--- config.mk ---
export PLATFORM = sky130hd
export DESIGN_NAME = peripheral_noc_router_input_route
export DESIGN_NICKNAME = d
export VERILOG_FILES = /design/src/rtl/peripheral_noc_router_input_route.sv
export SDC_FILE = /design/constraint.sdc
export NUM_CORES = 1
export LEC_CHECK = 0
export CAP_MARGIN = 20
export CELL_PAD_IN_SITES_DETAIL_PLACEMENT = 1
export CELL_PAD_IN_SITES_GLOBAL_PLACEMENT = 1
export CORE_MARGIN = 3
export CORE_UTILIZATION = 25
export CTS_BUF_LIST = sky130_fd_sc_hd__clkbuf_2
export CTS_CLUSTER_SIZE = 30
export DETAILED_ROUTE_END_ITERATION = 10
export GPL_TIMING_DRIVEN = 0
export PLACE_DENSITY = 0.47
export SLEW_MARGIN = 20
export SYNTH_ARGS = -nofsm -noshare
export SYNTH_HDL_FRONTEND = slang
export SYNTH_SLANG_ARGS = --single-unit
--- constraint.sdc ---
create_clock -name clk -period 3.2 [get_ports clk]
set_input_delay 0.32 -clock clk [delete_from_list [all_inputs] [get_ports clk]]
set_output_delay 0.32 -clock clk [all_outputs]
set_load 0.02 [all_outputs]
--- src/rtl/peripheral_noc_router_input_route.sv ---
// NoC router input stage: per-VC FIFOs, header route lookup and per-output valid steering.
// Optional PERIPHERAL_NOC_ROUTE_ERROR_EN: unroutable packets are drained and flagged instead of sent to output 0.
module peripheral_noc_router_input_route #(
  parameter int FLIT_WIDTH   = 32,
  parameter int VCHANNELS    = 7,
  parameter int OUTPUTS      = 7,
  parameter int DESTS        = 8,
  parameter logic [DESTS*OUTPUTS-1:0] ROUTES = '0,
  parameter int BUFFER_DEPTH = 4
) (
  input  logic                                  clk,
  input  logic                                  rst,
  input  logic [FLIT_WIDTH-1:0]                 in_flit,
  input  logic                                  in_last,
  input  logic [VCHANNELS-1:0]                  in_valid,
  output logic [VCHANNELS-1:0]                  in_ready,
  output logic [VCHANNELS-1:0][FLIT_WIDTH-1:0]  out_flit,
  output logic [VCHANNELS-1:0]                  out_last,
  output logic [VCHANNELS-1:0][OUTPUTS-1:0]     out_valid,
  input  logic [VCHANNELS-1:0][OUTPUTS-1:0]     out_ready,
  output logic [VCHANNELS-1:0]                  route_error
);

  localparam int DEST_WIDTH = (DESTS > 1) ? $clog2(DESTS) : 1;
  localparam int PTR_W      = (BUFFER_DEPTH > 1) ? $clog2(BUFFER_DEPTH) : 1;
  localparam int CNT_W      = $clog2(BUFFER_DEPTH + 1);

`ifdef PERIPHERAL_NOC_ROUTE_ERROR_EN
  typedef enum logic [1:0] {IDLE = 2'd0, ACTIVE = 2'd1, DRAIN = 2'd2} state_t;
`else
  typedef enum logic [1:0] {IDLE = 2'd0, ACTIVE = 2'd1} state_t;
`endif

  // Destinations outside the table resolve to an all-zero (unroutable) entry.
  function automatic logic [OUTPUTS-1:0] route_lookup(input logic [DEST_WIDTH-1:0] dest);
    logic [OUTPUTS-1:0] entry;
    entry = '0;
    for (int d = 0; d < DESTS; d++)
      if (DEST_WIDTH'(d) == dest) entry = ROUTES[d*OUTPUTS +: OUTPUTS];
    return entry;
  endfunction

  function automatic logic [OUTPUTS-1:0] lowest_bit(input logic [OUTPUTS-1:0] vec);
    logic [OUTPUTS-1:0] res;
    logic               found;
    res   = '0;
    found = 1'b0;
    for (int o = 0; o < OUTPUTS; o++)
      if (vec[o] && !found) begin
        res[o] = 1'b1;
        found  = 1'b1;
      end
    return res;
  endfunction

  function automatic logic [PTR_W-1:0] next_ptr(input logic [PTR_W-1:0] ptr);
    return (ptr == PTR_W'(BUFFER_DEPTH - 1)) ? '0 : ptr + PTR_W'(1);
  endfunction

  for (genvar v = 0; v < VCHANNELS; v++) begin : g_vc
    logic [FLIT_WIDTH:0]  mem [BUFFER_DEPTH];
    logic [PTR_W-1:0]     wr_ptr, rd_ptr;
    logic [CNT_W-1:0]     count;
    state_t               state;
    logic [OUTPUTS-1:0]   sel, route;
    logic [FLIT_WIDTH:0]  head;
    logic                 nonempty, push, pop;

    assign head        = mem[rd_ptr];
    assign nonempty    = (count != '0);
    assign in_ready[v] = (count < CNT_W'(BUFFER_DEPTH));
    assign push        = in_valid[v] && in_ready[v];
    assign out_flit[v] = head[FLIT_WIDTH-1:0];
    assign out_last[v] = head[FLIT_WIDTH];
    assign out_valid[v] = (state == ACTIVE && nonempty) ? sel : '0;
    assign route       = lowest_bit(route_lookup(head[FLIT_WIDTH-1 -: DEST_WIDTH]));

`ifdef PERIPHERAL_NOC_ROUTE_ERROR_EN
    logic err;
    assign route_error[v] = err;
    assign pop = (state == ACTIVE) ? |(out_valid[v] & out_ready[v]) :
                 (state == DRAIN)  ? nonempty : 1'b0;
`else
    assign route_error[v] = 1'b0;
    assign pop = (state == ACTIVE) && |(out_valid[v] & out_ready[v]);
`endif

    // FIFO storage is data only and needs no reset.
    always_ff @(posedge clk) begin
      if (push) mem[wr_ptr] <= {in_last, in_flit};
    end

    always_ff @(posedge clk or negedge rst) begin
      if (!rst) begin
        wr_ptr <= '0;
        rd_ptr <= '0;
        count  <= '0;
        state  <= IDLE;
        sel    <= '0;
`ifdef PERIPHERAL_NOC_ROUTE_ERROR_EN
        err    <= 1'b0;
`endif
      end else begin
`ifdef PERIPHERAL_NOC_ROUTE_ERROR_EN
        err <= 1'b0;
`endif
        if (push) wr_ptr <= next_ptr(wr_ptr);
        if (pop)  rd_ptr <= next_ptr(rd_ptr);
        if (push && !pop)      count <= count + CNT_W'(1);
        else if (!push && pop) count <= count - CNT_W'(1);

        case (state)
          IDLE: begin
            if (nonempty) begin
              if (route != '0) begin
                sel   <= route;
                state <= ACTIVE;
              end else begin
`ifdef PERIPHERAL_NOC_ROUTE_ERROR_EN
                sel   <= '0;
                state <= DRAIN;
                err   <= 1'b1;
`else
                sel   <= OUTPUTS'(1);
                state <= ACTIVE;
`endif
              end
            end
          end
          ACTIVE: if (pop && head[FLIT_WIDTH]) state <= IDLE;
`ifdef PERIPHERAL_NOC_ROUTE_ERROR_EN
          DRAIN:  if (pop && head[FLIT_WIDTH]) state <= IDLE;
`endif
          default: state <= IDLE;
        endcase
      end
    end
  end

endmodule
======== After elaboration in Yosys (flattened, before gate mapping) ========
Memories as Yosys holds them, arrays and structs flattened.
Cells that the tools add are included.
word-level totals
  output and inout bits ................... 294
  input port bits ......................... 91
  memory bits (writable) .................. 924
  memories ................................ 7
  word-level logic and storage cells ...... 287
  register bits ........................... 70
cells by class
  bitwise operators ....................... 7
  add/subtract/negate cells ............... 28
  eq/ne operators ......................... 35
  reduce and logical (&&, ||, !) cells .... 98
  magnitude comparators ................... 7
  mux-type cells .......................... 70
memory list
  name             depth  bits a word  read ports  clocked after Yosys merged registers in  wr ports  RTL line  source
  g_vc[0].mem      4      33           1           0                                        1         61        logic [FLIT_WIDTH:0] mem [BUFFER_DEPTH];
  g_vc[1].mem      4      33           1           0                                        1         61
  g_vc[2].mem      4      33           1           0                                        1         61
  g_vc[3].mem      4      33           1           0                                        1         61
  g_vc[4].mem      4      33           1           0                                        1         61
  g_vc[5].mem      4      33           1           0                                        1         61
  1 more memories  --     --           --          --                                       --        --
operator list
  cell                 count
  $mux 2               28
  $and 1x7->7          7
  $reduce_or 7->1      7
  $logic_and 1x1->1    42
  $mux 3               14
  $add 2x1->2 const B  14
  $eq 2x2->1 const B   14
  $pmux 2 s2           7
  $reduce_and 2->1     14
  $add 3x1->3 const B  7
  $lt 3x3->1 const B   7
  $mux 1               21
  $reduce_bool 3->1    7
  $sub 3x1->3 const B  7
  $eq 2x1->1 const B   7
  $logic_not 1->1      14
  $logic_not 2->1      7
  $ne 2x1->1 const B   7
  $ne 2x2->1 const B   7
  $reduce_bool 2->1    7

======== Longest topological paths before layout ========
Gate-level depths: netlist of the first run.
  depth in word-level cells ............... 9
  mapped depth ............................ 8
  depth with buffers taken out ............ 8

======== Worst setup path after synthesis of the first run ========
No wires, ideal clock.
  path kind ............................... reg2reg
  start ................................... register g_vc[1].count[0]
  end ..................................... register g_vc[1].count[2]
  arrival ................................. 1911 ps
  data required time ...................... 3120 ps
  period minus slack after synthesis ...... 1991 ps
  setup slack ............................. 1209 ps
  setup time .............................. 80 ps
  stages on the path, launching flop included .. 9
  path buffers ............................ 0
  path through ............................ dfrtp_1 > or3_4 > nand4_2 > ha_1 > inv_1 > fa_1 > xor2_1 > nor2_1 > xnor2_1
between the ends
  word-level cells in the longest chain between the ends .. 9
  elaborated cells on any way between the ends .. 17
  those cells by class .................... add/sub: 2; order compare: 1; mux: 3; bitwise: 1; reduce/logical: 10
RTL lines
  item                                         RTL line  source
  from (decl)                                  63        logic [CNT_W-1:0] count;
  from (signal assigned)                       109       if (push && !pop) count <= count + CNT_W'(1);
  from (signal assigned)                       110       else if (!push && pop) count <= count - CNT_W'(1);
  $reduce_bool 3->1                            70        assign nonempty = (count != '0);
  $logic_and 1x1->1                            75        assign out_valid[v] = (state == ACTIVE && nonempty) ? sel : '0;
  $mux 1                                       75
  $and 1x7->7                                  85        assign pop = (state == ACTIVE) && |(out_valid[v] & out_ready[v]);
  $reduce_or 7->1                              85
  $logic_and 1x1->1                            85
  $logic_not 1->1                              109
  $logic_and 1x1->1                            109
  $mux 3 or $reduce_bool 2->1 (tied branches)  --
Parallel ways exist; a longest one is shown, timed or not. The select of a mux whose other input is x is not followed.
A chain may end at the register's enable or synchronous reset.

==> results.toml, run 1 <==
[placement]
dp_hpwl_um = 76320
pre_cts_slack_ns = 0.4511
gp_congestion = 0.6882
io_buffers = 293

[power]
pwr-share-comb = 0.446
seq_power_share = 0.360
max-vdd-ir-drop_uv = 475.1
p_sw_w = 0.01634
p_clk_frac = 0.194
power.leakage_nw = 18.05
powerDensity_mw_per_mm2 = 932.2
swShare = 0.3481
finalPower_w = 0.04695
intPower_w = 0.03061

[grt]
grt_antenna_before_repair = 24
grt-ovfl-total = 0
busiest_layer = "met2"
grt_usage = 0.1475
use_met3 = 0.04272
grtUsageMet2 = 0.2374
grt_max_degree = 37
grt_pass1_wl_um = 163000
met1_usage = 0.1890
first_global_vias = 22039

[cts]
clk_pin_slew_worst_paths_ns = 0.10
insertion_delay_ns = 1.58
numCtsBuffers = 291
cts_max_level = 5
cts.path.max_buffers = 4
root_buffer = "clkbuf_2"
cts_tree = "yes"
clock-sinks = 987

[routing]
drc = 0
wl_per_cell_um = 24.73
via_count = 20061
vias_per_cell = 4.213
drtPass1Iterations = 5
drt-total-wl_um = 117800
antenna_left = 0
drtIter0Drc = 1309

[worst_setup_path]
start_kind = "register"
worstPathArrival_ns = 3.15
crit_path_end_kind = "primary output"
max_stage_delay_ns = 0.62
cp_slowest_cell = "mux4_2"
worstPathRequired_ns = 2.88
path_cells = "buf_8 -> buf_12 -> mux4_2 -> buf_6"
crit_fanout = 10
critical_path_class = "reg2out"

[sta]
setup_viol = 225
final.setup_skew_ns = 0.1425
rsz0062_at_grt = "true"
finalSetupTns_ns = -27.26
min_period_over_period = 1.084
tightest_slew_ns = 1.127
slew_viol_final = 0
max_freq_mhz = 288.2
setup_ws_ns = -0.2702
whs_ns = 0.3764
slew_headroom = 0.2460
layout_min_cycle_time_ns = 3.470
hold_viol_final = 0

[synth]
seq_area_frac_synth = 0.7705
synth-main-ff-cell = "edfxtp_1"
postSynthCellCount = 1583
synth_top_area_share = 0.7291
synthArstFlopShare = 0.06383
ys_warn_count = 0
synth_seq_cells = 987
synth_area_leaders = "edfxtp_1 (73%), mux4_1 (13%), dfrtp_1 (4.1%)"
syn_area_mm2 = 0.03806
synth.avg_cell_area_um2 = 24.04
synth_edf_count = 924
synth_cell_types = 25
synth_area_leader_cell = "edfxtp_1"

[job]
drv_cap = 0

[finish]
nFillCells = 15235
synthToLayoutAreaGrowth_pct = 32.33
layout-drive-gt1-share = 0.4927
final_cell_mix = "edfxtp_1 (924), clkbuf_2 (402), buf_6 (330)"
layout_commonest_cell = "edfxtp_1"
nets = 2681

[die]
fp.dieH_um = 396.2
io_pins = 385
die_area_mm2 = 0.1569
coreArea_mm2 = 0.1505
start_util = 0.2529
rows = 142
die_x_um = 396.2

[outcome]
outcome = "complete, but fails checks"
violations = "setup timing"

[hold_path]
hold_class = "in2reg"
==> stage by stage <==
step / instance area [um2] / instances / util
after floorplan: 38240 / 1631 / -
after global placement: 43690 / 3940 / 0.2903
after detailed placement: 44900 / 3996 / 0.2984
after CTS: 48630 / 4673 / 0.3231
after global routing: 50340 / 4753 / 0.3345
final: 50360 / 4762 / 0.3347
==> final cells by class <==
cell class	instances	area, um2	share of cell area
Sequential cell	987	29330	0.5824
Timing Repair Buffer	627	7535	0.1496
Multi-Input combinational cell	490	7301	0.1450
Tap cell	2016	2522	0.05009
Clock buffer	402	2012	0.03995
Buffer	102	1016	0.02017
Clock inverter	78	440.4	0.008745
Inverter	42	157.7	0.003130
Antenna cell	18	45.04	0.0008944
==> worst max-delay path: cells and delay by family, from the launching register on <==
family | cells | cell delay (ns)
flip-flops | 1 | 0.40
multiplexers | 1 | 0.62
buffers and inverters | 3 | 0.52
==> metal layers <==
layer	routed length [um]	vias up
li1	-	8517
met2	56590	744
met4	3077	0
met5	0	-
met1	50120	10599
met3	7995	201
==> worst paths after layout <==
kind | start | slack, ns | cells past startpoint | to
min in group asynchronous | rst | 0.41 | 5 | g_vc[6].count[0]
max reg2reg | g_vc[2].count[0] | 0.83 | 10 | g_vc[2].count[2]
max | g_vc[3].rd_ptr[0] | -0.27 | 4 | out_flit[118]
min | in_flit[13] | 0.38 | 3 | g_vc[4].mem[2][13]
max in group asynchronous | rst | 2.08 | 6 | g_vc[1].count[2]
min reg2reg | g_vc[1].sel[0] | 0.52 | 1 | g_vc[1].sel[0]
==> sequential cells by signal (all words and copies together), names as in the netlist <==
register     count
g_vc.count      21
g_vc.mem       924
g_vc.rd_ptr     14
g_vc.wr_ptr     14
g_vc.state       7
g_vc.sel         7
==> power by group through the flow <==
| stage | combinational [W] | clock [W] | sequential, W |
|---|---|---|---|
| finish | 0.0209 | 0.00909 | 0.0169 |
| global route | 0.0223 | 0.0103 | 0.0171 |
| CTS | 0.0188 | 0.00961 | 0.0169 |
| detailed placement | 0.0170 | 0 | 0.0171 |
| global placement | 0.0164 | 0 | 0.0171 |
| floorplan | 0.00904 | 0 | 0.0169 |
==> cell families after synthesis <==
kind of cell / Yosys count / share of synthesized area
simple gates: 91 / 0.01473
xor+xnor: 21 / 0.004833
buf+inv: 154 / 0.02624
mux: 252 / 0.1611
compound gates: 28 / 0.005063
fa+ha+maj: 49 / 0.01749
other cells: 1 / 0.00009853
flops: 987 / 0.7705
==> repair_timing <==
action                                   CTS  global route
resized for setup                       1531           344
endpoints found under the hold margin   1526             0
pin swaps                                  7             4
endpoints found under the setup margin   245           236
hold buffers                             100             0
setup buffers                            102            71
gates cloned                               1            10
==> synthesized netlist by cell type (14+ instances only) <==
library cell  count
nand2_1          14
nor2_1           21
mux4_2           47
edfxtp_1        924
mux4_1          184
o21ai_0          14
mux2_2           21
buf_6            28
and2_1           28
clkbuf_1         14
inv_1            42
buf_2            21
dfrtp_1          63
xnor2_1          14
buf_4            49
ha_1             42
(Power assumes the default switching activity.)
==> inputs of run 2 (changes only) <==
- ABC_AREA: not set -> 1
- PLACE_DENSITY: 0.47 -> 0.5
==> run 2 against run 1 <==
Register-to-register slack improved by 0.19 ns. Power decreased by 47%. Global-route usage increased by 2.4 points. Synthesized area increased by 0.14%. Synthesized cell count increased by 73%. Combinational power decreased by 91%. The run still ends with setup timing left. Sequential power decreased by 17%. Clock skew increased by 0.047 ns. Die area increased by 0.14%. Hold slack got worse by 0.022 ns.
==> results.toml, run 2 <==
[outcome]
outcome = "complete, but fails checks"
violations = "setup timing"

[power]
intPower_w = 0.01842
p_sw_w = 0.006630
max-vdd-ir-drop_uv = 210.3
p_clk_frac = 0.363
seq_power_share = 0.563
pwr-share-comb = 0.074
power.leakage_nw = 20.94
finalPower_w = 0.02505
powerDensity_mw_per_mm2 = 437.5
swShare = 0.2646

[routing]
via_count = 26688
wl_met3_um = 8038
wl_per_cell_um = 24.12
antenna_left = 0
wl_met1_um = 62920
drc = 0
met2WireLength_um = 68840
drt-total-wl_um = 142800
drtPass1Iterations = 5
vias_per_cell = 4.507
drtIter0Drc = 1428
top_layer_used = "met4"

[cts]
root_buffer = "clkbuf_2"
insertion_delay_ns = 1.67
cts_tree = "yes"
clk_pin_slew_worst_paths_ns = 0.10
cts.path.max_buffers = 4
clock-sinks = 987
numCtsBuffers = 298
cts_max_level = 5

[die]
coreArea_mm2 = 0.1507
start_util = 0.2530
fp.dieH_um = 396.4
die_area_mm2 = 0.1572
rows = 142
die_x_um = 396.4
io_pins = 385

[finish]
nets = 3856
regArea_mm2 = 0.02934
largest_register_ffs = 924
reg_top3 = "g_vc.mem (924), g_vc.count (21)"
layout_commonest_cell = "edfxtp_1"
layout-drive-gt1-share = 0.4696
multiInputGateArea_mm2 = 0.01210
nFillCells = 15759
synthToLayoutAreaGrowth_pct = 50.25
final_cell_mix = "edfxtp_1 (924), clkbuf_2 (432), buf_6 (266)"
largest_register = "g_vc.mem"
post-route-util = 0.3801

[grt]
grt_max_degree = 46
grt_antenna_before_repair = 10
grt_pass1_wl_um = 195000
grt_usage = 0.1717
first_global_vias = 27518
grt-ovfl-total = 0

[synth]
synth_seq_cells = 987
synth_top_area_share = 0.7280
synth_cell_types = 23
yosys-top-cells-count = "edfxtp_1 (924), nor2_1 (490), o21ai_0 (409), o22ai_1 (224)"
postSynthCellCount = 2745
synth.avg_cell_area_um2 = 13.88
synth_area_leaders = "edfxtp_1 (73%), o21ai_0 (5.4%), nor2_1 (4.8%)"
yosysMostFrequentCell = "edfxtp_1"
synthArstFlopShare = 0.06383
synth-main-ff-cell = "edfxtp_1"
syn_area_mm2 = 0.03811
synth_edf_count = 924
synth_area_leader_cell = "edfxtp_1"
seq_area_frac_synth = 0.7694
ys_warn_count = 0

[sta]
hold_viol_final = 0
setup_viol = 153
finalSetupTns_ns = -9.357
min_period_over_period = 1.058
slew_viol_final = 0
layout_min_cycle_time_ns = 3.385
slew_headroom = 0.2594
rsz0062_at_grt = "true"
setup_ws_ns = -0.1847
max_freq_mhz = 295.4
final.setup_skew_ns = 0.1892
tightest_slew_ns = 1.107

[placement]
io_buffers = 293
dp_hpwl_um = 89440
gp_congestion = 0.7202

[worst_setup_path]
reg2reg_slack_ns = 1.02
crit_path_end_kind = "primary output"
worstPathArrival_ns = 3.06
worstPathRequired_ns = 2.88
start_kind = "register"
crit_fanout = 10
critical_path_class = "reg2out"

[job]
drv_cap = 0

[hold_path]
hold_class = "in2async"
[run 2: cell count changes after synthesis, sizes merged, moves of 14 or more]
cell / delta
nor2: +469
o21ai: +469
mux4: -231
o22ai: +224
nand2: +112
inv: +98
clkbuf: +61
and2: -28
nand3: +21
buf: +16
mux2: -14
[run 2: cell type report]
type	count	area share
inverters	140	0.009964
well taps	2016	0.04405
multi-input cells	1477	0.2113
flip-flops and latches	987	0.5124
clock buffers	428	0.03741
clock inverters	53	0.004042
plain buffers	184	0.04121
diodes	8	0.0003496
repair buffers	628	0.1393
[run 2: final timing paths]
check,endpoint,startpoint,cells past startpoint
setup / recovery,out_flit[171],g_vc[5].rd_ptr[1],5
hold / removal,g_vc[2].rd_ptr[0],rst,5
setup reg to reg,g_vc[5].count[2],g_vc[5].count[2],9
hold reg to reg,g_vc[0].sel[0],g_vc[0].sel[0],2
max in group asynchronous,g_vc[1].count[0],rst,6
min in group clk,g_vc[2].wr_ptr[1],in_valid[2],5
[run 2: layer usage]
layer  vias to the layer above  GRT usage
met4                         0    0.05108
li1                      12058          -
met3                       197    0.04377
met5                         -          0
met1                     13713     0.2262
met2                       720     0.2783
[run 2: what timing repair did]
item,in CTS,in global routing
buffers inserted,58,80
endpoints found under the hold margin,1967,0
gates resized for setup,1902,1267
gates cloned,19,29
hold buffers,96,0
pin swaps,132,206
endpoints found under the setup margin,245,245
[run 2: power groups by stage]
stage / clock network, W / registers (W) / logic (W)
finish: 0.00910 / 0.0141 / 0.00185
global route: 0.0102 / 0.0141 / 0.00196
global placement: 0 / 0.0144 / 0.00131
CTS: 0.00951 / 0.0141 / 0.00168
floorplan: 0 / 0.0144 / 0.000465
detailed placement: 0 / 0.0144 / 0.00142
[run 2: kinds of logic (layout without fill, tap and decap cells)]
logic type / Yosys count / after routing / share of synthesized area
buf+inv: 329 / 1433 / 0.04206
compound gates: 714 / 714 / 0.1011
fa+ha+maj: 49 / 49 / 0.01747
flops: 987 / 987 / 0.7694
mux: 7 / 7 / 0.002068
xor+xnor: 14 / 14 / 0.003217
simple gates: 644 / 644 / 0.06458
other cells: 1 / 57 / 0.00009840
[run 2: critical path: stages (launching register included)]
cell,delay [ns]
dfrtp_2,0.51
inv_4,0.14
clkbuf_8,0.19
o21ai_0,0.15
o22ai_4,0.23
buf_6,0.17
[run 2: stage by stage]
step,hold WS (ns),cells,cell area (um2),setup WS [ns]
2_1_floorplan,0.02441,2793,38290,0.6602
3_3_place_gp,0.4481,5102,43750,-2.194
3_5_place_dp,0.2405,5170,45430,0.1722
4_1_cts,0.003921,5824,52480,-0.5455
5_1_grt,0.1476,5916,57250,-0.5259
6_report,0.3547,5921,57260,-0.1847
==> inputs of run 3 (changes only) <==
- GPL_ROUTABILITY_DRIVEN: not set -> 0
==> results of run 3 <==
Same layout as run 2: the final DEF is identical, and so are final timing and power.
